`config.mk`:
```
export PLATFORM = sky130hd
export DESIGN_NAME = regfile_wb_arbiter
export DESIGN_NICKNAME = d
export VERILOG_FILES = /design/src/rtl/regfile_wb_arbiter.sv
export SDC_FILE = /design/constraint.sdc
export NUM_CORES = 1
export LEC_CHECK = 0
export ABC_AREA = 1
export CAP_MARGIN = 0
export CORE_UTILIZATION = 40
export DETAILED_ROUTE_END_ITERATION = 12
export PLACE_DENSITY = 0.79
export SYNTH_ARGS = -nofsm -noshare
export SYNTH_HDL_FRONTEND = slang
export SYNTH_SLANG_ARGS = --single-unit
export TNS_END_PERCENT = 100
```
`constraint.sdc`:
```
create_clock -name clk -period 1.55 [get_ports clk]
set_clock_uncertainty 0.05 [all_clocks]
set_input_delay 0.31 -clock clk [delete_from_list [all_inputs] [get_ports clk]]
set_output_delay 0.31 -clock clk [all_outputs]
set_load 0.01 [all_outputs]
```
`src/rtl/regfile_wb_arbiter.sv`:
```
// Register-file write-back arbiter: round-robin between ALU (A) and load (B)
// sources, registered write stage, and per-register pending-write scoreboard.
module regfile_wb_arbiter #(
  parameter int DATA_WIDTH = 64,
  parameter int ADDR_WIDTH = 5
) (
  input  logic                     clk,
  input  logic                     rst,
  input  logic                     issue_valid,
  input  logic [ADDR_WIDTH-1:0]    issue_rd,
  input  logic                     a_valid,
  input  logic [ADDR_WIDTH-1:0]    a_rd,
  input  logic [DATA_WIDTH-1:0]    a_data,
  output logic                     a_ready,
  input  logic                     b_valid,
  input  logic [ADDR_WIDTH-1:0]    b_rd,
  input  logic [DATA_WIDTH-1:0]    b_data,
  output logic                     b_ready,
  output logic [ADDR_WIDTH-1:0]    rf_write_reg,
  output logic [DATA_WIDTH-1:0]    rf_write_data,
  output logic                     rf_reg_write_en,
  output logic [2**ADDR_WIDTH-1:0] busy
);

  localparam int NREG = 2**ADDR_WIDTH;

  logic                  last_b_q, last_b_d;
  logic                  we_q, we_d;
  logic [ADDR_WIDTH-1:0] wreg_q, wreg_d;
  logic [DATA_WIDTH-1:0] wdata_q, wdata_d;
  logic [NREG-1:0]       busy_q, busy_d;

  // last_b_q=1 means B was granted last, so A wins a contested cycle
  assign a_ready = !rst && a_valid && (!b_valid || last_b_q);
  assign b_ready = !rst && b_valid && (!a_valid || !last_b_q);

  // a staged write is dropped combinationally when reset arrives
  assign rf_reg_write_en = we_q && !rst;
  assign rf_write_reg    = wreg_q;
  assign rf_write_data   = wdata_q;
  assign busy            = busy_q;

  always_comb begin
    last_b_d = last_b_q;
    we_d     = 1'b0;
    wreg_d   = wreg_q;
    wdata_d  = wdata_q;
    busy_d   = busy_q;
    unique case (1'b1)
      a_ready: begin
        last_b_d = 1'b0;
        if (a_rd != '0) begin
          we_d    = 1'b1;
          wreg_d  = a_rd;
          wdata_d = a_data;
        end
      end
      b_ready: begin
        last_b_d = 1'b1;
        if (b_rd != '0) begin
          we_d    = 1'b1;
          wreg_d  = b_rd;
          wdata_d = b_data;
        end
      end
      default: ;
    endcase
    if (rf_reg_write_en) busy_d[wreg_q] = 1'b0;
    // set after clear: a freshly issued producer wins
    if (issue_valid && issue_rd != '0) busy_d[issue_rd] = 1'b1;
    busy_d[0] = 1'b0;
  end

  always_ff @(posedge clk) begin
    if (rst) begin
      last_b_q <= 1'b1;
      we_q     <= 1'b0;
      wreg_q   <= '0;
      wdata_q  <= '0;
      busy_q   <= '0;
    end else begin
      last_b_q <= last_b_d;
      we_q     <= we_d;
      wreg_q   <= wreg_d;
      wdata_q  <= wdata_d;
      busy_q   <= busy_d;
    end
  end

endmodule

```
==> results of run 1 <==
final cells by class:
type / count / area, um2 / area share
repair buffers: 315 / 3099 / 0.3478
multi-input cells: 619 / 2920 / 0.3278
flip-flops and latches: 102 / 2043 / 0.2293
inverters: 81 / 309.0 / 0.03469
diodes: 1 / 2.502 / 0.0002809
well taps: 180 / 225.2 / 0.02528
clock inverters: 5 / 57.56 / 0.006460
clock buffers: 11 / 252.7 / 0.02837
tightest hold or removal path: stages:
cell and delay, ns:
dlymetal6s2s_1 0.13, nand2_1 0.07, nand2_1 0.07, a21oi_2 0.03
nor2_1 0.08
cell families (layout without fill, tap and decap cells):
| group | Yosys count | after routing | synth area share |
|---|---|---|---|
| compound gates | 132 | 132 | 0.1304 |
| flops | 102 | 102 | 0.3624 |
| other cells | 1 | 2 | 0.0006656 |
| simple gates | 486 | 486 | 0.3815 |
| buf+inv | 153 | 412 | 0.1250 |
final timing paths:
path / start / to / slack (ns) / depth (start not counted)
setup / recovery: last_b_q / rf_write_reg[3] / 0.04 / 10
hold / removal: a_rd[0] / rf_write_reg[0] / 0.33 / 5
setup reg to reg: last_b_q / rf_write_reg[3] / 0.04 / 10
hold reg to reg: busy[27] / busy[27] / 0.42 / 2
layer usage:
metal,GRT usage,routed length [um],up-vias
met5,0,0,-
met4,0.09722,416,0
met3,0.05991,1543,27
met2,0.4511,9408,282
met1,0.3150,7881,3034
li1,-,-,3370
layout by cell type (no fill, tap or decap), types with 2 or more instances in the layout:
master and n:
a21oi_2 19, nor2_1 71, o21ai_0 31, a21oi_1 81, nand2_4 2, buf_12 14, nand3_1 82, nor2_2 2
buf_6 6, dfxtp_1 101, inv_2 2, nor3_1 12, nand4_1 69, inv_1 78, buf_4 43, buf_2 2
dlygate4sd2_1 103, clkdlybuf4s50_1 140, nor2_4 4, clkbuf_8 2, clkinvlp_4 3, nand2_1 239, clkbuf_16 11, dlymetal6s2s_1 4
nand2_2 3
metrics by stage:
step           hold slack (ns)  cells  power [W]  area (um2)
4_1_cts                 0.4268   1307   0.007196        8730
5_1_grt                 0.3795   1314   0.007579        8910
3_5_place_dp            0.4195   1290   0.004958        8537
6_report                0.3349   1314   0.007215        8910
2_1_floorplan           0.4411    874   0.003913        5634
3_3_place_gp            0.4086   1290   0.004937        8537
repair_timing:
| action | in CTS | in global routing |
|---|---|---|
| setup buffers | 1 | 4 |
| endpoints found under the setup margin | 180 | 54 |
| cloned | 0 | 2 |
| pin swaps | 2 | 3 |
| resized for setup | 114 | 21 |
power by group:
group | switching (W) | internal, W | leakage [nW]
registers | 0.0000944 | 0.00281 | 0.838
clock network | 0.00103 | 0.00134 | 0.144
logic | 0.000981 | 0.000964 | 3.44
==> run_results.csv, run 1 <==
group,metric,value,unit
final_layout,nFillCells,1272,
logic_synthesis,synthFlopType,"dfxtp_1",
logic_synthesis,synth_edf_count,0,
worst_setup_path,critPathLaunchType,"flip-flop",
floorplan,core_area,13830,um2
detailed_routing,routedWlPerCell,14.65,um
power_and_ir_drop,p_per_area,809.8,nW/um2
floorplan,initial_core_util,0.4075,
sta,fmax,664.1,MHz
final_layout,synthToLayoutAreaGrowth,58.14,%
worst_setup_path,endpoint_kind,"flip-flop",
global_routing,overflow,0,
clocking,cts_sinks,102,
logic_synthesis,yosysUniqueCellTypes,23,
final_layout,final_util,0.6444,
power_and_ir_drop,ir_drop,493.0,uV
clocking,cts_made_buffers,9,
sta,finalHoldViolations,0,
floorplan,die_width,120.7,um
worst_setup_path,cp_max_fo,18,
final_layout,drive_above_1_share,0.1050,
clocking,cts.path.max_buffers,2,
sta,fin_crit_sh,0.9714,
clocking,cts_tree,"done",
placement,numPortBuffers,250,
logic_synthesis,synthArstFlopShare,0,
run_status,status,"completed",
clocking,hold_buffers,0,
logic_synthesis,synthTopCellsByArea,"dfxtp_1 36%, nand2_1 16%, nand4_1 7.7%, nand3_1 7.4%, a21oi_1 7.2%",
detailed_routing,vias,6713,
detailed_routing,vias_per_cell,5.109,
final_layout,nets,1276,
worst_setup_path,slowest_stage,"dfxtp_2",
min_path,min-delay-path-class,"in -> reg",
logic_synthesis,synth_common_cells,"239 x nand2_1, 102 x dfxtp_1, 83 x nand3_1, 81 x a21oi_1, 78 x inv_1",
worst_setup_path,cp.arrival,1.70,ns
global_routing,track_usage,0.2614,
logic_synthesis,yosysMostFrequentCell,"nand2_1",
sta,post-route-worst-setup-slack,0.04431,ns
worst_setup_path,crit_family,"buffers and inverters",
global_routing,grt_max_degree,51,
sta,worstMarginPinSlew,0.5393,ns
detailed_routing,dr.pass1.iters,5,
detailed_routing,drc,0,
sta,setup_viol,0,
logic_synthesis,synth_seq_cells,102,
floorplan,num_rows,43,
worst_setup_path,path_cells,"buf_4 > nor2_4 > nor2_4 > buf_6 > nand2_4 > buf_12 > buf_12 > buf_4 > a21oi_2 > nor2_1",
worst_setup_path,critPathKind,"reg -> reg",
sta,rsz0062_at_grt,"true",
global_routing,antenna_found_initial,1,
placement,place_ws,-0.5908,ns
global_routing,first_global_vias,6132,
logic_synthesis,seq_area_frac_synth,0.3624,
logic_synthesis,synth_area_per_cell,6.446,um2
floorplan,die_h,120.7,um
worst_setup_path,slowest_delay,0.34,ns
clocking,clock_latency,0.35,ns
final_layout,largest_reg_flops,64,
logic_synthesis,syn_area,5634,um2
placement,hpwl,13650,um
sta,slew_violations,0,
global_routing,grt_first_pass_wirelength,30090,um
sta,tns,0,ns
logic_synthesis,synth_top_area_frac,0.3624,
floorplan,io_pins,252,
logic_synthesis,syn_nets,1022,
detailed_routing,drt_iter0_drc,564,
clocking,ctsHtreeMaxLevel,3,
logic_synthesis,synthCells,874,
clocking,clkTransAtPathRegs,0.07,ns
placement,place_congestion,0.8739,
detailed_routing,wl,19250,um
floorplan,die_area,14560,um2
logic_synthesis,synth_warnings,0,
clocking,cts_root_buffer,"clkbuf_16",
power_and_ir_drop,leakage,4.423,nW
run,cap_violations,0,
detailed_routing,ant_nets,0,
sta,relSlewSlack,0.6404,
logic_synthesis,synth_largest_area_cell,"dfxtp_1",
sta,fin_crit,1.506,ns
worst_setup_path,critPathRequiredTime,1.75,ns
worst_setup_path,cp.buffers_inverters,5,
Power figures use the tool's default switching activity.
==> run 2, diff against run 1 <==
--- a/config.mk
+++ b/config.mk
@@ -8,6 +8,7 @@
 export ABC_AREA = 1
 export CAP_MARGIN = 0
 export CORE_UTILIZATION = 40
+export CTS_CLUSTER_DIAMETER = 120
 export DETAILED_ROUTE_END_ITERATION = 12
 export PLACE_DENSITY = 0.79
 export SYNTH_ARGS = -nofsm -noshare
==> results of run 2 <==
The final DEF is identical to that of run 1; final timing and power are the same.
